### config.mk
export PLATFORM = sky130hd
export DESIGN_NAME = hdmi_out_timing_gen
export DESIGN_NICKNAME = d
export VERILOG_FILES = /design/src/rtl/hdmi_out_pkg.sv /design/src/rtl/hdmi_delay_line.sv /design/src/rtl/hdmi_out_timing_gen.sv
export SDC_FILE = /design/constraint.sdc
export NUM_CORES = 1
export LEC_CHECK = 0
export CORE_ASPECT_RATIO = 1.4
export CORE_MARGIN = 1.5
export CORE_UTILIZATION = 40
export CTS_BUF_LIST = sky130_fd_sc_hd__clkbuf_16
export CTS_CLUSTER_SIZE = 28
export DETAILED_ROUTE_END_ITERATION = 10
export PLACE_DENSITY = 0.67
export SYNTH_ARGS = -nofsm -noshare
export SYNTH_HDL_FRONTEND = slang
export SYNTH_SLANG_ARGS = --single-unit
### constraint.sdc
create_clock -name clk -period 7.6 [get_ports clk]
set_input_delay 1.52 -clock clk [delete_from_list [all_inputs] [get_ports clk]]
set_output_delay 1.52 -clock clk [all_outputs]
set_load 0.01 [all_outputs]
### src/rtl/hdmi_out_pkg.sv
// hdmi_out_pkg: default 720p timing, colour-bar table and FSM states for the HDMI output timing generator
package hdmi_out_pkg;
    localparam int DEF_DATA_W   = 24;
    localparam int DEF_H_ACTIVE = 1280;
    localparam int DEF_H_FP     = 110;
    localparam int DEF_H_SYNC   = 40;
    localparam int DEF_H_BP     = 220;
    localparam int DEF_V_ACTIVE = 720;
    localparam int DEF_V_FP     = 5;
    localparam int DEF_V_SYNC   = 5;
    localparam int DEF_V_BP     = 20;

    localparam logic [23:0] BAR_WHITE   = 24'hFFFFFF;
    localparam logic [23:0] BAR_YELLOW  = 24'hFFFF00;
    localparam logic [23:0] BAR_CYAN    = 24'h00FFFF;
    localparam logic [23:0] BAR_GREEN   = 24'h00FF00;
    localparam logic [23:0] BAR_MAGENTA = 24'hFF00FF;
    localparam logic [23:0] BAR_RED     = 24'hFF0000;
    localparam logic [23:0] BAR_BLUE    = 24'h0000FF;
    localparam logic [23:0] BAR_BLACK   = 24'h000000;

    // Bar 0 (leftmost) sits in the least significant slot
    localparam logic [8*24-1:0] BAR_TABLE = {BAR_BLACK, BAR_BLUE, BAR_RED, BAR_MAGENTA,
                                             BAR_GREEN, BAR_CYAN, BAR_YELLOW, BAR_WHITE};

    typedef enum logic {WAIT, RUN} state_e;

    function automatic logic [23:0] bar_colour(input logic [2:0] idx);
        return BAR_TABLE[int'(idx)*24 +: 24];
    endfunction
endpackage

### src/rtl/hdmi_delay_line.sv
// hdmi_delay_line: DEPTH-stage shift register that lines timing flags up with FIFO read data
module hdmi_delay_line #(
    parameter int WIDTH = 1,
    parameter int DEPTH = 2
) (
    input  logic             clk,
    input  logic             rst,
    input  logic [WIDTH-1:0] din,
    output logic [WIDTH-1:0] dout
);
    logic [WIDTH-1:0] pipe_d [DEPTH];
    logic [WIDTH-1:0] pipe_q [DEPTH];

    // Each stage takes the previous one; stage 0 takes the new entry
    always_comb begin
        pipe_d[0] = din;
        for (int i = 1; i < DEPTH; i++) pipe_d[i] = pipe_q[i-1];
    end

    // Clear all stages on reset so no stale valid/de reaches the output
    always_ff @(posedge clk) begin
        if (rst) begin
            for (int i = 0; i < DEPTH; i++) pipe_q[i] <= '0;
        end else begin
            pipe_q <= pipe_d;
        end
    end

    assign dout = pipe_q[DEPTH-1];
endmodule

### src/rtl/hdmi_out_timing_gen.sv
// hdmi_out_timing_gen: raster timing generator pulling pixels from the HDMI-out FIFO.
// Define HDMI_OUT_TEST_PATTERN_EN to add pattern_sel and an 8-bar colour test pattern.
module hdmi_out_timing_gen
    import hdmi_out_pkg::*;
#(
    parameter int   DATA_W     = DEF_DATA_W,
    parameter int   H_ACTIVE   = DEF_H_ACTIVE,
    parameter int   H_FP       = DEF_H_FP,
    parameter int   H_SYNC     = DEF_H_SYNC,
    parameter int   H_BP       = DEF_H_BP,
    parameter int   V_ACTIVE   = DEF_V_ACTIVE,
    parameter int   V_FP       = DEF_V_FP,
    parameter int   V_SYNC     = DEF_V_SYNC,
    parameter int   V_BP       = DEF_V_BP,
    parameter logic HS_POL     = 1'b1,
    parameter logic VS_POL     = 1'b1,
    parameter int   RD_LATENCY = 2
) (
    input  logic              clk,
    input  logic              rst,
    input  logic              enable,
    output logic              fifo_rd_en,
    input  logic [DATA_W-1:0] fifo_rd_data,
    input  logic              fifo_rd_empty,
    output logic              video_hs,
    output logic              video_vs,
    output logic              video_de,
    output logic [DATA_W-1:0] video_rgb,
    output logic              frame_start,
    output logic              underflow,
    input  logic              underflow_clr
`ifdef HDMI_OUT_TEST_PATTERN_EN
    ,
    input  logic              pattern_sel
`endif
);
    localparam int H_TOTAL = H_ACTIVE + H_FP + H_SYNC + H_BP;
    localparam int V_TOTAL = V_ACTIVE + V_FP + V_SYNC + V_BP;
    localparam int HW = $clog2(H_TOTAL);
    localparam int VW = $clog2(V_TOTAL);
    localparam logic [HW-1:0] H_LAST = HW'(H_TOTAL - 1);
    localparam logic [HW-1:0] H_ACT  = HW'(H_ACTIVE);
    localparam logic [HW-1:0] HS_BEG = HW'(H_ACTIVE + H_FP);
    localparam logic [HW-1:0] HS_END = HW'(H_ACTIVE + H_FP + H_SYNC);
    localparam logic [VW-1:0] V_LAST = VW'(V_TOTAL - 1);
    localparam logic [VW-1:0] V_ACT  = VW'(V_ACTIVE);
    localparam logic [VW-1:0] VS_BEG = VW'(V_ACTIVE + V_FP);
    localparam logic [VW-1:0] VS_END = VW'(V_ACTIVE + V_FP + V_SYNC);
`ifdef HDMI_OUT_TEST_PATTERN_EN
    localparam int TW = 10;
`else
    localparam int TW = 6;
`endif

    logic [HW-1:0]     h_q, h_d;
    logic [VW-1:0]     v_q, v_d;
    state_e            state_q, state_d;
    logic              boundary, active0, hs0, vs0, fs0, run0, pat0;
    logic [TW-1:0]     tap_in, tap_out;
    logic              pat_dl, run_dl, valid_dl, de_dl, hs_dl, vs_dl, fs_dl;
    logic [DATA_W-1:0] pix;
    logic              hs_q, hs_d, vs_q, vs_d, de_q, de_d, fs_q, fs_d, uf_q, uf_d;
    logic [DATA_W-1:0] rgb_q, rgb_d;
`ifdef HDMI_OUT_TEST_PATTERN_EN
    logic [2:0]        bar0, bar_dl;
`endif

    // Stage 0: raster position decode, frame-boundary state decision and FIFO read request
    always_comb begin
        boundary = (h_q == '0) && (v_q == '0);
        active0  = (h_q < H_ACT) && (v_q < V_ACT);
        hs0      = (h_q >= HS_BEG) && (h_q < HS_END);
        vs0      = (v_q >= VS_BEG) && (v_q < VS_END);
        run0     = boundary ? enable && (state_q == RUN || !fifo_rd_empty) : state_q == RUN;
        state_d  = run0 ? RUN : WAIT;
        fs0      = run0 && boundary;
        h_d      = (h_q == H_LAST) ? '0 : h_q + HW'(1);
        v_d      = (h_q != H_LAST) ? v_q : (v_q == V_LAST) ? '0 : v_q + VW'(1);
`ifdef HDMI_OUT_TEST_PATTERN_EN
        pat0     = pattern_sel;
        bar0     = 3'((32'(h_q) * 8) / H_ACTIVE);
`else
        pat0     = 1'b0;
`endif
        fifo_rd_en = !rst && run0 && active0 && !fifo_rd_empty && !pat0;
`ifdef HDMI_OUT_TEST_PATTERN_EN
        tap_in = {pat0, bar0, run0, fifo_rd_en, active0, hs0, vs0, fs0};
`else
        tap_in = {run0, fifo_rd_en, active0, hs0, vs0, fs0};
`endif
    end

    // Counters free-run from reset; state only changes on the frame boundary via run0
    always_ff @(posedge clk) begin
        if (rst) begin
            h_q     <= '0;
            v_q     <= '0;
            state_q <= WAIT;
        end else begin
            h_q     <= h_d;
            v_q     <= v_d;
            state_q <= state_d;
        end
    end

    hdmi_delay_line #(
        .WIDTH (TW),
        .DEPTH (RD_LATENCY)
    ) u_delay (
        .clk  (clk),
        .rst  (rst),
        .din  (tap_in),
        .dout (tap_out)
    );

    // Output stage: pick FIFO data, pattern or black and track the sticky underflow
    always_comb begin
`ifdef HDMI_OUT_TEST_PATTERN_EN
        {pat_dl, bar_dl, run_dl, valid_dl, de_dl, hs_dl, vs_dl, fs_dl} = tap_out;
        pix = pat_dl ? DATA_W'(bar_colour(bar_dl)) : valid_dl ? fifo_rd_data : '0;
`else
        {run_dl, valid_dl, de_dl, hs_dl, vs_dl, fs_dl} = tap_out;
        pat_dl = 1'b0;
        pix = valid_dl ? fifo_rd_data : '0;
`endif
        hs_d  = hs_dl ? HS_POL : !HS_POL;
        vs_d  = vs_dl ? VS_POL : !VS_POL;
        de_d  = de_dl;
        fs_d  = fs_dl;
        rgb_d = de_dl ? pix : '0;
        uf_d  = (de_dl && !valid_dl && run_dl && !pat_dl) || (uf_q && !underflow_clr);
    end

    // Registered video outputs, one cycle after the delay-line tap
    always_ff @(posedge clk) begin
        if (rst) begin
            hs_q  <= !HS_POL;
            vs_q  <= !VS_POL;
            de_q  <= 1'b0;
            rgb_q <= '0;
            fs_q  <= 1'b0;
            uf_q  <= 1'b0;
        end else begin
            hs_q  <= hs_d;
            vs_q  <= vs_d;
            de_q  <= de_d;
            rgb_q <= rgb_d;
            fs_q  <= fs_d;
            uf_q  <= uf_d;
        end
    end

    assign video_hs    = hs_q;
    assign video_vs    = vs_q;
    assign video_de    = de_q;
    assign video_rgb   = rgb_q;
    assign frame_start = fs_q;
    assign underflow   = uf_q;
endmodule

==> metrics.md, run 1 <==
| Metric | Value |
|---|---|
| Max Fclk | `198 MHz` |
| Top FF cell, synth | `dfxtp_1` |
| DIE HEIGHT | `93.7 um` |
| Die width | `67.8 um` |
| Detailed Route Iter0 Violations | `74` |
| Yosys warns | `0` |
| Largest net degree at the start of global routing | `26` |
| Relative slew slack | `0.592` |
| Post-Syn Instances | `247` |
| Hold slack final | `432 ps` |
| CTS clk-pin slew, worst paths | `50 ps` |
| Yosys reg bits | `62` |
| Tcrit/Tclk final | `0.663` |
| Max Buffers Root-to-Sink | `2` |
| Share of cells above drive strength 1 | `0.0611` |
| CTS tree | `done` |
| Post-synth EDFFs | `0` |
| Critical path class | `input pin to output port` |
| Wire per inst | `13.8 um` |
| Reg area | `1240 um2` |
| Initial antenna violation count | `0` |
| CTS sink cnt | `62` |
| Leading area contributor after synthesis | `dfxtp_1` |
| Antenna-violating nets left | `0` |
| Die area | `6350 um2` |
| Ant diodes | `0` |
| Most instantiated cells after synthesis | `dfxtp_1, and3_1, nor2_1` |
| Core ar. | `5610 um2` |
| Drc violations | `0` |
| CP Launch Type | `input pin` |
| Mapped Nets | `283` |
| Critical Path Sink Type | `output port` |
| Postcts setup bufs | `0` |
| Final worst slack | `2560 ps` |
| Worst slew pin tran | `611 ps` |
| Drt via density | `5.09` |
| Mapped Area | `2350 um2` |
| CTS buffer count | `9` |
| Maximum vdd drop | `0.000107 V` |
| Asr flop ratio synth | `0` |
| Pre-antenna DRT Iters | `4` |
| Clk_lat worst skew | `330 ps` |
| Max cap viols | `0` |
| Drt total wl | `5250 um` |
| GRT Overall Usage | `0.179` |
| Number of global-route vias before repair | `1812` |
| Congestion Overflow GR | `0` |
| Max-slew violations | `0` |
| Worst path required time | `6080 ps` |
| Yosys cell types | `36` |
| Hold Crit Class | `register to register` |
| Post-synth top area share | `0.529` |
| Initial cell density of the core | `0.419` |
| Placed cell area | `2970 um2` |
| Cell Rows | `32` |
| Post-cts sizing count | `0` |
| Vias after detailed routing | `1928` |
| Nets | `342` |
| Multi-input gate area | `1010 um2` |
| P per Cell Area | `226 nW/um2` |
| Leak Pwr | `1.26 nW` |
| TNS Setup | `0 ps` |
| Worst path arrival time | `3520 ps` |
| RSZ-0062 raised after global routing | `no` |
| Final hold viol count | `0` |
| First-pass GRT wire length | `8290 um` |
| Final setup vio count | `0` |
| Sequential cell area fraction in the yosys report | `0.529` |
| GPL Wtd Cong | `0.853` |
| H-Tree Level Count | `3` |
| Setup Skew | `6.14 ps` |
| IO Count | `59` |
| I/O Buffers | `58` |
| Average size of a mapped cell | `9.51 um2` |
| Top-count cell post-synth | `dfxtp_1` |
| Area Growth Syn to Fin | `38.1%` |
| Number of fill cells | `508` |
| Post-place setup slack | `2630 ps` |
| Area contributors post-synth | `dfxtp_1, and3_1, ha_1` |
| CTS hold repair buffers | `0` |
| Minimum clock period | `5040 ps` |
| Hpwl dp | `3760 um` |
| CTS Root Cell | `clkbuf_16` |
| Post-route cell area | `3240 um2` |
| Crit path max fanout | `16` |
| Status | `complete, no violations` |
==> critical path: stages <==
cell             delay (ps)
clkdlybuf4s50_1         710
a21oi_1                 340
nand4_1                 150
a21oi_1                 210
clkdlybuf4s50_1         590
==> placed cells by master, fill, tap and decap left out, types with 7 or more instances in the layout <==
| cell type | n |
|---|---|
| inv_1 | 11 |
| dfxtp_1 | 62 |
| ha_1 | 7 |
| nand3_1 | 16 |
| clkbuf_16 | 9 |
| o21ai_0 | 7 |
| nor2_1 | 20 |
| xnor2_1 | 9 |
| nand2_1 | 8 |
| nor2b_1 | 10 |
| a21oi_1 | 12 |
| and3_1 | 28 |
| clkdlybuf4s50_1 | 58 |
| or3_1 | 8 |
| nor3_1 | 7 |
==> where the power goes <==
part	internal (mW)	total, mW	switching (mW)
Combinational	0.0205	0.0336	0.0131
Clock	0.221	0.367	0.146
Sequential	0.330	0.334	0.00440
Total	0.571	0.734	0.163
==> layer usage <==
metal / vias up / wire (um) / track usage
met3: 16 / 479 / 0.0612
met2: 84 / 2480 / 0.299
li1: 982 / - / -
met5: - / 0 / 0
met4: 0 / 155 / 0.0986
met1: 846 / 2130 / 0.191
==> worst paths after layout <==
check,startpoint,to,slack [ps],depth (start not counted)
max,rst,fifo_rd_en,2560,5
max reg2reg,v_q[1]$_SDFFE_PP0P_,state_q$_SDFF_PP0_,5330,6
min reg2reg,u_delay.dout[0]$_SDFF_PP0_,frame_start$_SDFF_PP0_,430,1
min,u_delay.dout[0]$_SDFF_PP0_,frame_start$_SDFF_PP0_,430,1
==> through the flow <==
step | util | std cells | power, mW
global placement | 0.530 | 363 | 0.374
floorplan | - | 247 | 0.354
global route | 0.579 | 379 | 0.762
CTS | 0.579 | 379 | 0.743
detailed placement | 0.530 | 363 | 0.374
finish | 0.579 | 379 | 0.734
==> area by class of cell <==
class,instances,area share
clock buffer,9,0.0694
clock inverter,7,0.0150
inverter,11,0.0127
multi-input combinational,163,0.312
sequential,62,0.383
tap,68,0.0262
timing repair buffer,59,0.181
==> state kept, by name, summed over array words and instances (netlist names) <==
register	cells
video_rgb	24
h_q	11
v_q	10
video_vs	1
u_delay.pipe_d	5
frame_start	1
u_delay.dout	6
underflow	1
video_de	1
video_hs	1
state_q	1
==> kinds of logic after synthesis <==
kind of cell	count (synthesis)	share of synthesized area
simple gates	117	0.281
flops	62	0.529
compound gates	26	0.0645
buf+inv	22	0.0400
xor+xnor	12	0.0448
fa+ha+maj	7	0.0373
mux	1	0.00426
Note: power is estimated with default switching activity, not from simulation.
==> run 2: changes to the inputs <==
Clock period 7.6 ns to 5.2 ns, I/O delays scaled along.
==> metrics.md, run 2 (synthesized netlist as in run 1, its figures left out) <==
| Metric | Value |
|---|---|
| Placed Instances | `364 (+0.28%)` |
| Relative slew slack | `0.606 (+0.0133)` |
| Postcts setup bufs | `0 (unchanged)` |
| CTS tree | `done` |
| Max-slew violations | `0 (unchanged)` |
| Post-place setup slack | `1400 ps (-1220 ps)` |
| Area Growth Syn to Fin | `39.6%` |
| Hpwl dp | `3610 um (-4.2%)` |
| Number of fill cells | `492 (-3.1%)` |
| Leak Pwr | `1.28 nW (+1.4%)` |
| CTS buffer count | `9 (unchanged)` |
| Most frequent cells in the layout | `dfxtp_1, clkdlybuf4s50_1, and3_1, nor2_1, nand3_1` |
| Worst slew pin tran | `591 ps (-19.9 ps)` |
| Final setup vio count | `0 (unchanged)` |
| DIE HEIGHT | `93.7 um (unchanged)` |
| Worst path arrival time | `3110 ps (-410 ps)` |
| Max Fclk | `241 MHz` |
| Switching power | `0.223 mW (+37%)` |
| Critical Path Sink Type | `output port` |
| R2R Setup Slk | `2950 ps (-2380 ps)` |
| H-Tree Level Count | `3 (unchanged)` |
| Drt via density | `5.11 (+0.41%)` |
| Pre-antenna DRT Iters | `4 (unchanged)` |
| Setup Skew | `5.40 ps (-0.735 ps)` |
| Share of cells above drive strength 1 | `0.0579 (-0.00322)` |
| Detailed Route Iter0 Violations | `81 (+9.5%)` |
| Minimum clock period | `4150 ps` |
| Internal | `0.923 mW (+62%)` |
| Max cap viols | `0 (unchanged)` |
| Hold Crit Class | `register to register` |
| TNS Setup | `0 ps (unchanged)` |
| Post-route cell area | `3280 um2 (+1.1%)` |
| Critical path class | `register to output port` |
| Vias after detailed routing | `1936 (+0.41%)` |
| Final hold viol count | `0 (unchanged)` |
| Post-cts sizing count | `0 (unchanged)` |
| Number of global-route vias before repair | `1914 (+5.6%)` |
| Largest net degree at the start of global routing | `26 (unchanged)` |
| GRT Overall Usage | `0.179 (about the same)` |
| GPL Wtd Cong | `0.852 (-0.16%)` |
| IO Count | `59 (unchanged)` |
| Core Util, Final | `0.585 (+0.00647)` |
| Cell Rows | `32 (unchanged)` |
| Clk_lat worst skew | `330 ps (about the same)` |
| I/O Buffers | `58 (unchanged)` |
| RSZ-0062 raised after global routing | `no` |
| Congestion Overflow GR | `0 (unchanged)` |
| Ant diodes | `0 (unchanged)` |
| Wire per inst | `13.4 um (-3.5%)` |
| PnR Total Power | `1.15 mW (+56%)` |
| CTS clk-pin slew, worst paths | `50 ps (about the same)` |
| CTS hold repair buffers | `0 (unchanged)` |
| CP Launch Type | `register` |
| Max FFs per register | `24 (unchanged)` |
| P per Cell Area | `350 nW/um2 (+54%)` |
| Crit path max fanout | `5 (-11)` |
| Net Sw Frac | `0.195 (-0.0275)` |
| Clock group share of total power | `0.531 (+0.032)` |
| Flop pwr share | `0.426 (-0.029)` |
| Die area | `6350 um2 (unchanged)` |
| Placed cell area | `2980 um2 (+0.25%)` |
| Core ar. | `5610 um2 (unchanged)` |
| Hold slack final | `433 ps (+1.59 ps)` |
| Tcrit/Tclk final | `0.798` |
| Max Buffers Root-to-Sink | `2 (unchanged)` |
| Status | `complete, no violations` |
| Drc violations | `0 (unchanged)` |
| Worst path required time | `4160 ps (-1920 ps)` |
| Final Instance Count excl. Fillers | `379 (unchanged)` |
| Final worst slack | `1050 ps (-1510 ps)` |
| Drt total wl | `5070 um (-3.5%)` |
| Gate power share | `0.043 (-0.003)` |
| CTS Root Cell | `clkbuf_16` |
| Initial antenna violation count | `0 (unchanged)` |
| Die width | `67.8 um (unchanged)` |
| First-pass GRT wire length | `8360 um (+0.92%)` |
| Antenna-violating nets left | `0 (unchanged)` |
| Nets | `343 (+0.29%)` |
| Maximum vdd drop | `0.000189 V (+77%)` |
| Initial cell density of the core | `0.419 (unchanged)` |
| Commonest non-fill, non-tap cell in the layout | `dfxtp_1` |
| CTS sink cnt | `62 (unchanged)` |
## run 2: final timing paths
| check | start | endpoint | cells past startpoint |
|---|---|---|---|
| max | v_q[1]$_SDFFE_PP0P_ | fifo_rd_en | 7 |
| min | u_delay.pipe_d[0]$_SDFF_PP0_ | u_delay.dout[0]$_SDFF_PP0_ | 1 |
| max reg2reg | v_q[1]$_SDFFE_PP0P_ | state_q$_SDFF_PP0_ | 6 |
| min reg2reg | u_delay.pipe_d[0]$_SDFF_PP0_ | u_delay.dout[0]$_SDFF_PP0_ | 1 |
## run 2: layout make-up
type | instances | area (um2) | share of cell area
inverter | 11 | 41.3 | 0.0126
sequential | 62 | 1240 | 0.378
multi-input combinational | 163 | 1010 | 0.309
clock buffer | 9 | 225 | 0.0687
timing repair buffer | 60 | 596 | 0.182
tap | 68 | 85.1 | 0.0259
clock inverter | 6 | 77.6 | 0.0237
## run 2: power groups by stage
stage / Combinational (mW) / Sequential, mW / Clock [mW]
6_report: 0.0491 / 0.489 / 0.609
5_1_grt: 0.0549 / 0.489 / 0.637
4_1_cts: 0.0498 / 0.488 / 0.624
3_5_place_dp: 0.0494 / 0.498 / 0
3_3_place_gp: 0.0486 / 0.498 / 0
2_1_floorplan: 0.0217 / 0.496 / 0
## run 2: critical path, cell delays in order, from the launching register on
cell	delay [ps]
dfxtp_1	340
inv_1	140
ha_1	160
or4b_2	570
or3_1	410
or3_1	380
a21oi_1	210
clkdlybuf4s50_1	570
## run 2: metal layers
metal	wire, um	GRT usage	vias to the layer above
met5	0	0	-
li1	-	-	978
met1	2070	0.186	873
met3	448	0.0624	12
met2	2370	0.288	73
met4	174	0.134	0
